File: src/rtl/mxint8_block_dequant_serializer_pkg.sv
// Shared constants, state encoding and helpers for the MXINT8 -> float32 return path.
package mxint8_block_dequant_serializer_pkg;

  localparam int unsigned MX_BLOCK_SIZE        = 32;
  localparam int unsigned SCALE_WIDTH          = 8;
  localparam int unsigned MXINT8_ELEMENT_WIDTH = 8;
  localparam int unsigned MXINT8_FRAC_BITS     = 6;

  localparam int unsigned FLOAT32_WIDTH      = 32;
  localparam int unsigned FLOAT32_EXP_WIDTH  = 8;
  localparam int unsigned FLOAT32_MANT_WIDTH = 23;
  localparam int unsigned FLOAT32_EXP_MAX    = (1 << FLOAT32_EXP_WIDTH) - 1;

  localparam logic [SCALE_WIDTH-1:0]   SCALE_NAN       = 8'hFF;
  localparam logic [FLOAT32_WIDTH-1:0] FLOAT32_QNAN    = 32'h7FC00000;
  localparam logic [FLOAT32_WIDTH-1:0] FLOAT32_NEG_MAX = 32'hFF7FFFFF;

  // Subnormal mantissa = m << (scale + SUBNORMAL_SHIFT_BIAS): aligns 2^(s-127-6) to the 2^-149 LSB.
  localparam int unsigned SUBNORMAL_SHIFT_BIAS = FLOAT32_MANT_WIDTH - 1 - MXINT8_FRAC_BITS;

  typedef enum logic {
    ST_IDLE,
    ST_SEND
  } state_t;

  function automatic logic [2:0] leading_one(input logic [MXINT8_ELEMENT_WIDTH-1:0] m);
    logic [2:0] pos;
    pos = '0;
    for (int unsigned i = 0; i < MXINT8_ELEMENT_WIDTH; i++) begin
      if (m[i]) pos = 3'(i);
    end
    return pos;
  endfunction

endpackage

File: src/rtl/mxint8_element_to_float32.sv
// Exact conversion of one MXINT8 element (with shared E8M0 scale) to IEEE-754 float32.
module mxint8_element_to_float32
  import mxint8_block_dequant_serializer_pkg::*;
(
  input  logic [SCALE_WIDTH-1:0]          scale,
  input  logic [MXINT8_ELEMENT_WIDTH-1:0] element,
  output logic [FLOAT32_WIDTH-1:0]        float32
);

  logic                            sign;
  logic [MXINT8_ELEMENT_WIDTH-1:0] mag;
  logic [2:0]                      lead;
  logic signed [9:0]               exp_unb;
  logic [FLOAT32_MANT_WIDTH-1:0]   mant_norm;
  logic [FLOAT32_MANT_WIDTH-1:0]   mant_sub;
  logic [8:0]                      sub_amt;
  logic [4:0]                      norm_amt;

  always_comb begin
    sign = element[MXINT8_ELEMENT_WIDTH-1];
    // 8-bit negate of 0x80 yields 0x80, which is the correct magnitude 128.
    mag  = sign ? MXINT8_ELEMENT_WIDTH'(-element) : element;
    lead = leading_one(mag);

    exp_unb = $signed({2'b00, scale}) + $signed({7'b0000000, lead})
            - $signed(10'(MXINT8_FRAC_BITS));

    norm_amt  = 5'(FLOAT32_MANT_WIDTH) - {2'b00, lead};
    mant_norm = FLOAT32_MANT_WIDTH'(32'(mag) << norm_amt);

    sub_amt  = {1'b0, scale} + 9'(SUBNORMAL_SHIFT_BIAS);
    mant_sub = FLOAT32_MANT_WIDTH'(32'(mag) << sub_amt);

    float32 = '0;
    if (scale == SCALE_NAN) begin
      float32 = FLOAT32_QNAN;
    end else if (element == '0) begin
      float32 = '0;
    end else if (exp_unb >= $signed(10'(FLOAT32_EXP_MAX))) begin
      float32 = FLOAT32_NEG_MAX;
    end else if (exp_unb[9] || (exp_unb == '0)) begin
      float32 = {sign, {FLOAT32_EXP_WIDTH{1'b0}}, mant_sub};
    end else begin
      float32 = {sign, FLOAT32_EXP_WIDTH'(exp_unb), mant_norm};
    end
  end

endmodule

File: src/rtl/mxint8_block_dequant_serializer.sv
// Latches one MXINT8 block and streams its elements out as exact float32 beats.
module mxint8_block_dequant_serializer
  import mxint8_block_dequant_serializer_pkg::*;
#(
  parameter int unsigned BLOCK_SIZE = MX_BLOCK_SIZE,
  parameter int unsigned IDX_WIDTH  = 5
) (
  input  logic                                       i_clk,
  input  logic                                       i_rst_n,
  input  logic                                       i_block_valid,
  output logic                                       o_block_ready,
  input  logic [SCALE_WIDTH-1:0]                     i_scale,
  input  logic [BLOCK_SIZE*MXINT8_ELEMENT_WIDTH-1:0] i_mxint8_elements,
  output logic                                       o_valid,
  input  logic                                       i_ready,
  output logic [FLOAT32_WIDTH-1:0]                   o_float32,
  output logic [IDX_WIDTH-1:0]                       o_index,
  output logic                                       o_last
);

  localparam int unsigned          ELEMS_WIDTH = BLOCK_SIZE * MXINT8_ELEMENT_WIDTH;
  localparam logic [IDX_WIDTH-1:0] LAST_IDX    = IDX_WIDTH'(BLOCK_SIZE - 1);

  state_t                          state;
  logic [SCALE_WIDTH-1:0]          scale_q;
  logic [ELEMS_WIDTH-1:0]          elems_q;
  logic [IDX_WIDTH-1:0]            idx_q;
  logic [MXINT8_ELEMENT_WIDTH-1:0] cur_elem;
  logic [FLOAT32_WIDTH-1:0]        cur_float;
  logic                            beat_fire;
  logic                            block_fire;

  mxint8_element_to_float32 u_conv (
    .scale   (scale_q),
    .element (cur_elem),
    .float32 (cur_float)
  );

  always_comb begin
    cur_elem      = elems_q[idx_q*MXINT8_ELEMENT_WIDTH +: MXINT8_ELEMENT_WIDTH];
    o_valid       = (state == ST_SEND);
    o_index       = idx_q;
    o_last        = o_valid && (idx_q == LAST_IDX);
    // The final beat's i_ready lets the next block in without a bubble.
    o_block_ready = (state == ST_IDLE) || (o_last && i_ready);
    o_float32     = o_valid ? cur_float : '0;
    beat_fire     = o_valid && i_ready;
    block_fire    = i_block_valid && o_block_ready;
  end

  always_ff @(posedge i_clk or negedge i_rst_n) begin
    if (!i_rst_n) begin
      state   <= ST_IDLE;
      scale_q <= '0;
      elems_q <= '0;
      idx_q   <= '0;
    end else if (block_fire) begin
      state   <= ST_SEND;
      scale_q <= i_scale;
      elems_q <= i_mxint8_elements;
      idx_q   <= '0;
    end else if (beat_fire) begin
      if (o_last) begin
        state <= ST_IDLE;
        idx_q <= '0;
      end else begin
        idx_q <= idx_q + IDX_WIDTH'(1);
      end
    end
  end

endmodule

File: config.mk
export PLATFORM = sky130hd
export DESIGN_NAME = mxint8_block_dequant_serializer
export DESIGN_NICKNAME = d
export VERILOG_FILES = /design/src/rtl/mxint8_block_dequant_serializer_pkg.sv /design/src/rtl/mxint8_element_to_float32.sv /design/src/rtl/mxint8_block_dequant_serializer.sv
export SDC_FILE = /design/constraint.sdc
export NUM_CORES = 1
export LEC_CHECK = 0
export BUFFER_PORTS_ARGS = -buffer_cell sky130_fd_sc_hd__buf_2
export CELL_PAD_IN_SITES_DETAIL_PLACEMENT = 0
export CELL_PAD_IN_SITES_GLOBAL_PLACEMENT = 1
export CORE_MARGIN = 2
export CORE_UTILIZATION = 40
export DETAILED_ROUTE_END_ITERATION = 8
export GPL_TIMING_DRIVEN = 0
export PLACE_DENSITY_LB_ADDON = 0.3
export SLEW_MARGIN = 20
export SYNTH_ARGS = -nofsm -noshare
export SYNTH_HDL_FRONTEND = slang
export SYNTH_HIERARCHICAL = 1
export SYNTH_SLANG_ARGS = --single-unit
File: constraint.sdc
create_clock -name i_clk -period 6.6 [get_ports i_clk]
set_input_delay 0.33 -clock i_clk [delete_from_list [all_inputs] [get_ports i_clk]]
set_output_delay 0.33 -clock i_clk [all_outputs]
set_load 0.01 [all_outputs]
==> results of run 1 <==
## per-stage QoR
stage | utilization | cell area, um^2 | total power [mW] | setup slack (ns)
final | 0.637 | 22500 | 10.5 | -0.824
after global routing | 0.637 | 22500 | 11.1 | -0.993
after CTS | 0.603 | 21300 | 9.88 | -0.693
after detailed placement | 0.466 | 16500 | 6.16 | -1.86
after global placement | 0.464 | 16400 | 6.13 | -1.89
after floorplan | - | 14300 | 4.87 | 0.114
## power groups by stage
| stage | clock [mW] | combinational [mW] | sequential (mW) |
|---|---|---|---|
| 2_1_floorplan | 0 | 2.91 | 1.96 |
| 3_3_place_gp | 0 | 4.14 | 1.99 |
| 3_5_place_dp | 0 | 4.16 | 2.00 |
| 4_1_cts | 1.72 | 6.18 | 1.98 |
| 5_1_grt | 1.79 | 7.27 | 2.01 |
| 6_report | 1.70 | 6.86 | 1.99 |
## state kept, by name (all words and copies together), names as in the netlist
name	cells
o_index	5
scale_q	8
o_valid	1
elems_q	256
## cell usage after synthesis (all sizes together), types with 10 or more instances
library cell	instances	area (um^2)
o22ai	16	100
a22oi	10	75.1
o21ai	34	170
nor3	12	60.1
inv	17	63.8
nand3	16	80.1
mux2	264	2970
nand2	31	116
dfrtp	270	6760
o221ai	12	105
and2	37	231
clkbuf	20	75.1
nor2	31	116
mux4	47	1070
mux2i	35	350
buf	53	300
a21oi	43	215
ha	18	225
## timing repair
| item | 4_1_cts | 5_1_grt |
|---|---|---|
| buffers inserted | 76 | 46 |
| cloned | 4 | 15 |
| resized for setup | 261 | 114 |
| endpoints found under the setup margin | 32 | 302 |
| pin swaps | 76 | 34 |
| hold buffers | 206 | 0 |
| endpoints found under the hold margin | 306 | 0 |
## logic make-up after synthesis
logic type / count (synthesis) / synth area share
muxes: 346 / 0.308
and+or+nand+nor: 178 / 0.0682
buffers and inverters: 90 / 0.0308
xor gates and xnor gates: 10 / 0.00614
adders and majority gates: 19 / 0.0172
AOI/OAI and AO/OA: 192 / 0.0961
DFF: 270 / 0.474
## critical path: cells and delay by family, from the launching register on
family                     cells  cell delay [ns]
DFF                            1             0.53
muxes                          1             0.53
and+or+nand+nor                6             1.33
adders and majority gates      2             0.51
AOI/OAI and AO/OA             10             2.32
buffers and inverters          8             1.19
xor gates and xnor gates       1             0.10
## worst paths after layout
kind	startpoint	endpoint	slack [ns]	cells after the start
worst max-delay path	o_index[0]	o_float32[13]	-0.82	28
worst min-delay path	i_scale[7]	scale_q[7]	0.009	2
worst max register to register	o_index[0]	elems_q[86]	-0.78	50
worst min register to register	elems_q[174]	elems_q[174]	0.50	1
max in group asynchronous	i_rst_n	elems_q[192]	5.25	4
min in group asynchronous	i_rst_n	elems_q[106]	0.20	2
## routing by layer
layer | routed length, um | vias up | track usage
met5 | 0 | - | 0
met4 | 1400 | 0 | 0.0851
met3 | 2790 | 97 | 0.0389
met2 | 24800 | 409 | 0.433
met1 | 21100 | 6183 | 0.334
li1 | - | 5550 | -
## layout make-up
class	instances	area share
Multi-Input combinational cell	745	0.360
Sequential cell	270	0.300
Timing Repair Buffer	655	0.227
Buffer	70	0.0391
Clock buffer	42	0.0385
Tap cell	461	0.0256
Clock inverter	12	0.00595
Inverter	17	0.00284
Antenna cell	4	0.000445
==> summary.md, run 1 <==
| Metric | Value |
|---|---|
| Worst slew margin | 0.552 |
| #FFs+latches synth | 270 |
| Top Ports | 308 |
| Worst min path class | primary input to register |
| Vias | 12200 |
| Finished Layout Cells | 2276 |
| DIE AREA | 0.0372 mm^2 |
| Area growth syn-to-layout | 57.8% |
| Failing checks | setup timing |
| Clock Skew | 0.0179 ns |
| I/O Buffers | 307 |
| CTS tree | done |
| Prevailing post-synth register cell | dfrtp_1 |
| CP most frequent cell | buf_6 |
| Setup crit end kind | output port |
| Die height | 193 um |
| Number of synthesized flops with an enable pin | 0 |
| PnR worst setup slack | -0.824 ns |
| Commonest non-fill, non-tap cell in the layout | buf_2 |
| Clk pwr share | 0.161 |
| Synth Net Count | 1392 |
| Fill cell count | 2662 |
| Storage element area | 0.00676 mm^2 |
| Maxcap violations | 0 |
| Req. time, crit path | 6.27 ns |
| Routed Antenna Nets | 0 |
| Layout cells sized above 1 | 0.566 |
| Comb pwr share | 0.651 |
| Footprint of the multi-input gates | 0.00810 mm^2 |
| Commonest cells after routing, fill and taps aside | 311 x buf_2, 269 x dfrtp_1, 264 x mux2_2 |
| Placed cell count | 1876 |
| DR iter-0 viols | 660 |
| Cts bufs inserted | 30 |
| Critical Path Start Type | register |
| Tcrit/Tclk final | 1.12 |
| Fmax | 0.135 GHz |
| Clk Latency, worst-skew pair | 0.57 ns |
| TritonRoute pass-1 iters | 6 |
| Status | finished with violations |
| Starting density of the core | 0.404 |
| Tot GR Track Use | 0.255 |
| RSZ-0062 raised after global routing | yes |
| Mapped Cells | 1105 |
| Num Clock Sinks | 270 |
| Die Width | 193 um |
| Worst-path fanout max | 6 |
| Setup_tns | -194.65 ns |
| CTS root buffer | clkbuf_16 |
| Worst vdd ir | 0.540 mV |
| Final Wtd Congestion | 0.868 |
| Post-layout nets | 2076 |
| Dpl hpwl | 33.2 mm |
| Leakage power | 10.3 nW |
| Sequential fraction of the synthesis area | 0.474 |
| Final hold violations | 0 |
| Avg WL per Cell | 22.0 um |
| Worst Hold Slack | 0.00859 ns |
| Critical path class | register to output port |
| Max stage delay on crit path | 0.53 ns |
| Routed WL | 50.1 mm |
| First-pass GRT wire length | 72.0 mm |
| Final setup fails | 299 |
| Slowest CP cell | dfrtp_2 |
| Vias in the first global route | 12700 |
| Fin crit period | 7.42 ns |
| Pwr/cell area | 469 mW/mm^2 |
| Post-route DRC | 0 |
| Sw Share | 0.415 |
| Vias per cell | 5.38 |
| Syn Area/Cell | 12.9 um^2 |
| Slew Viols, Final | 0 |
| Clock Tree Buf Depth | 3 |
| Largest net degree at the start of global routing | 91 |
| Overflow after GRT | 0 |
| Mapped cell area | 0.0143 mm^2 |
| Slew @ Worst Pin | 0.672 ns |
| Clk slew on worst S/H paths | 0.06 ns |
| Core footprint | 0.0353 mm^2 |
| H-tree depth | 1 |
| Critical path arrival | 7.09 ns |
| Sequential share of power | 0.189 |
| Internal power | 6.16 mW |
| Row count | 69 |
| Sw power | 4.38 mW |
| Synth warnings | 6 |
| Antenna violations before repair | 3 |
| Distinct cell type count after synthesis | 76 |
| Ys async rst share | 1.00 |
No activity file was read; power rests on OpenSTA's default activity.
==> inputs of run 2 (changes only) <==
--- a/config.mk
+++ b/config.mk
@@ -8,11 +8,12 @@
 export BUFFER_PORTS_ARGS = -buffer_cell sky130_fd_sc_hd__buf_2
 export CELL_PAD_IN_SITES_DETAIL_PLACEMENT = 0
 export CELL_PAD_IN_SITES_GLOBAL_PLACEMENT = 1
+export CORE_ASPECT_RATIO = 1.4
 export CORE_MARGIN = 2
 export CORE_UTILIZATION = 40
 export DETAILED_ROUTE_END_ITERATION = 8
 export GPL_TIMING_DRIVEN = 0
-export PLACE_DENSITY_LB_ADDON = 0.3
+export PLACE_DENSITY_LB_ADDON = 0.1
 export SLEW_MARGIN = 20
 export SYNTH_ARGS = -nofsm -noshare
 export SYNTH_HDL_FRONTEND = slang
==> summary.md, run 2 (synthesis results as in run 1) <==
| Metric | Value |
|---|---|
| Status | finished with violations |
| Failing checks | setup timing |
| Core footprint | 0.0351 mm^2 |
| Clock Tree Buf Depth | 3 |
| Setup_tns | -14.98 ns |
| Clk Latency, worst-skew pair | 0.55 ns |
| DIE AREA | 0.0372 mm^2 |
| Met3 WL | 2.14 mm |
| Avg WL per Cell | 21.8 um |
| First-pass GRT wire length | 71.8 mm |
| H-tree depth | 1 |
| Top Ports | 308 |
| Post-route DRC | 0 |
| Leakage power | 9.45 nW |
| Area growth syn-to-layout | 47.1% |
| Post-layout nets | 1982 |
| Tot GR Track Use | 0.255 |
| Internal power | 6.21 mW |
| Sw power | 4.38 mW |
| Clock Skew | 0.00860 ns |
| Commonest non-fill, non-tap cell in the layout | buf_2 |
| Vias | 11600 |
| Critical Path Start Type | register |
| Routed WL | 47.3 mm |
| Die height | 227 um |
| Vias in the first global route | 12700 |
| Overflow after GRT | 0 |
| Row count | 81 |
| Fmax | 0.137 GHz |
| Comb pwr share | 0.655 |
| Dpl hpwl | 34.5 mm |
| CTS tree | done |
| Max stage delay on crit path | 0.52 ns |
| Clk slew on worst S/H paths | 0.06 ns |
| Tcrit/Tclk final | 1.11 |
| Fill cell count | 2981 |
| Worst slew margin | 0.455 |
| Fin crit period | 7.31 ns |
| R2R Setup Slk | 3.42 ns |
| Final Wtd Congestion | 0.871 |
| Die Width | 164 um |
| Critical path class | register to output port |
| Clk pwr share | 0.159 |
| Pre-CTS WS | -1.75 ns |
| Pwr/cell area | 505 mW/mm^2 |
| Slowest CP cell | mux4_2 |
| Worst-path fanout max | 6 |
| Routed wl met2 | 26.6 mm |
| Maxcap violations | 0 |
| RSZ-0062 raised after global routing | yes |
| Slew @ Worst Pin | 0.817 ns |
| Max reg flops | 256 |
| Largest net degree at the start of global routing | 94 |
| I/O Buffers | 307 |
| Routed Antenna Nets | 0 |
| Final setup fails | 27 |
| Commonest cells after routing, fill and taps aside | 337 x buf_2, 269 x dfrtp_1, 264 x mux2_2 |
| Antenna diodes | 0 |
| PnR worst setup slack | -0.705 ns |
| Setup crit end kind | output port |
| TritonRoute pass-1 iters | 5 |
| Sequential share of power | 0.186 |
| Worst min path class | primary input to register |
| Cts bufs inserted | 29 |
| Top layer in use | met5 |
| Layout cells sized above 1 | 0.560 |
| Vias per cell | 5.36 |
| Final hold violations | 0 |
| Met1 WL | 17.0 mm |
| Sw Share | 0.413 |
| Critical path arrival | 6.98 ns |
| Worst vdd ir | 0.445 mV |
| Req. time, crit path | 6.27 ns |
| DR iter-0 viols | 486 |
| Starting density of the core | 0.407 |
| Slew Viols, Final | 0 |
| Antenna violations before repair | 3 |
| CTS root buffer | clkbuf_16 |
| Num Clock Sinks | 270 |
| Most flops, register | elems_q |
## run 2: final cells by class
class / count / area, um^2 / share of cell area
multi-input combinational: 747 / 8130 / 0.387
buffer: 70 / 488 / 0.0233
sequential: 270 / 6760 / 0.322
clock buffer: 45 / 896 / 0.0427
clock inverter: 7 / 88.8 / 0.00423
tap: 456 / 571 / 0.0272
inverter: 17 / 63.8 / 0.00304
timing repair buffer: 560 / 3990 / 0.190
## run 2: worst max-delay path, delay by kind of cell, from the launching register on
family,cells,cell delay [ns]
AOI/OAI and AO/OA,12,2.44
buffers and inverters,7,0.88
adders and majority gates,2,0.52
and+or+nand+nor,5,1.59
DFF,1,0.45
muxes,1,0.52
## run 2: stage by stage
| stage | utilization | power (mW) | instances | hold slack (ns) | area (um^2) |
|---|---|---|---|---|---|
| after floorplan | - | 4.87 | 1105 | 0.0344 | 14300 |
| after global placement | 0.467 | 6.14 | 1868 | 0.479 | 16400 |
| after detailed placement | 0.469 | 6.16 | 1870 | 0.407 | 16400 |
| after CTS | 0.587 | 10.0 | 2147 | 0.000146 | 20600 |
| after global routing | 0.598 | 11.1 | 2172 | 0.00222 | 21000 |
| final | 0.598 | 10.6 | 2172 | 0.0234 | 21000 |
## run 2: timing repair
item / 4_1_cts / 5_1_grt
gates cloned: 3 / 0
setup buffers: 53 / 26
hold buffers: 172 / 0
setup endpoints to repair: 32 / 32
resized for setup: 207 / 51
hold endpoints to repair: 260 / 0
pin swaps: 78 / 37
## run 2: final timing paths
check / startpoint / to / cells after the start
min reg2reg: elems_q[165] / elems_q[165] / 1
max in group asynchronous: i_rst_n / scale_q[2] / 3
min in group asynchronous: i_rst_n / elems_q[49] / 2
min: i_mxint8_elements[208] / elems_q[208] / 2
max reg2reg: o_index[2] / elems_q[224] / 11
max: o_index[0] / o_float32[18] / 27
## run 2: metal layers
metal  up-vias  global-route usage
met4         6              0.0747
met3        95              0.0410
met5         -                   0
met2       337               0.510
met1      5863               0.271
li1       5347                   -
## run 2: power by group through the flow
stage                     sequential [mW]  clock (mW)  combinational, mW
after global placement               1.99           0               4.15
after floorplan                      1.96           0               2.91
after CTS                            1.97        1.72               6.31
final                                1.97        1.68               6.93
after global routing                 2.00        1.80               7.34
after detailed placement             2.00           0               4.16
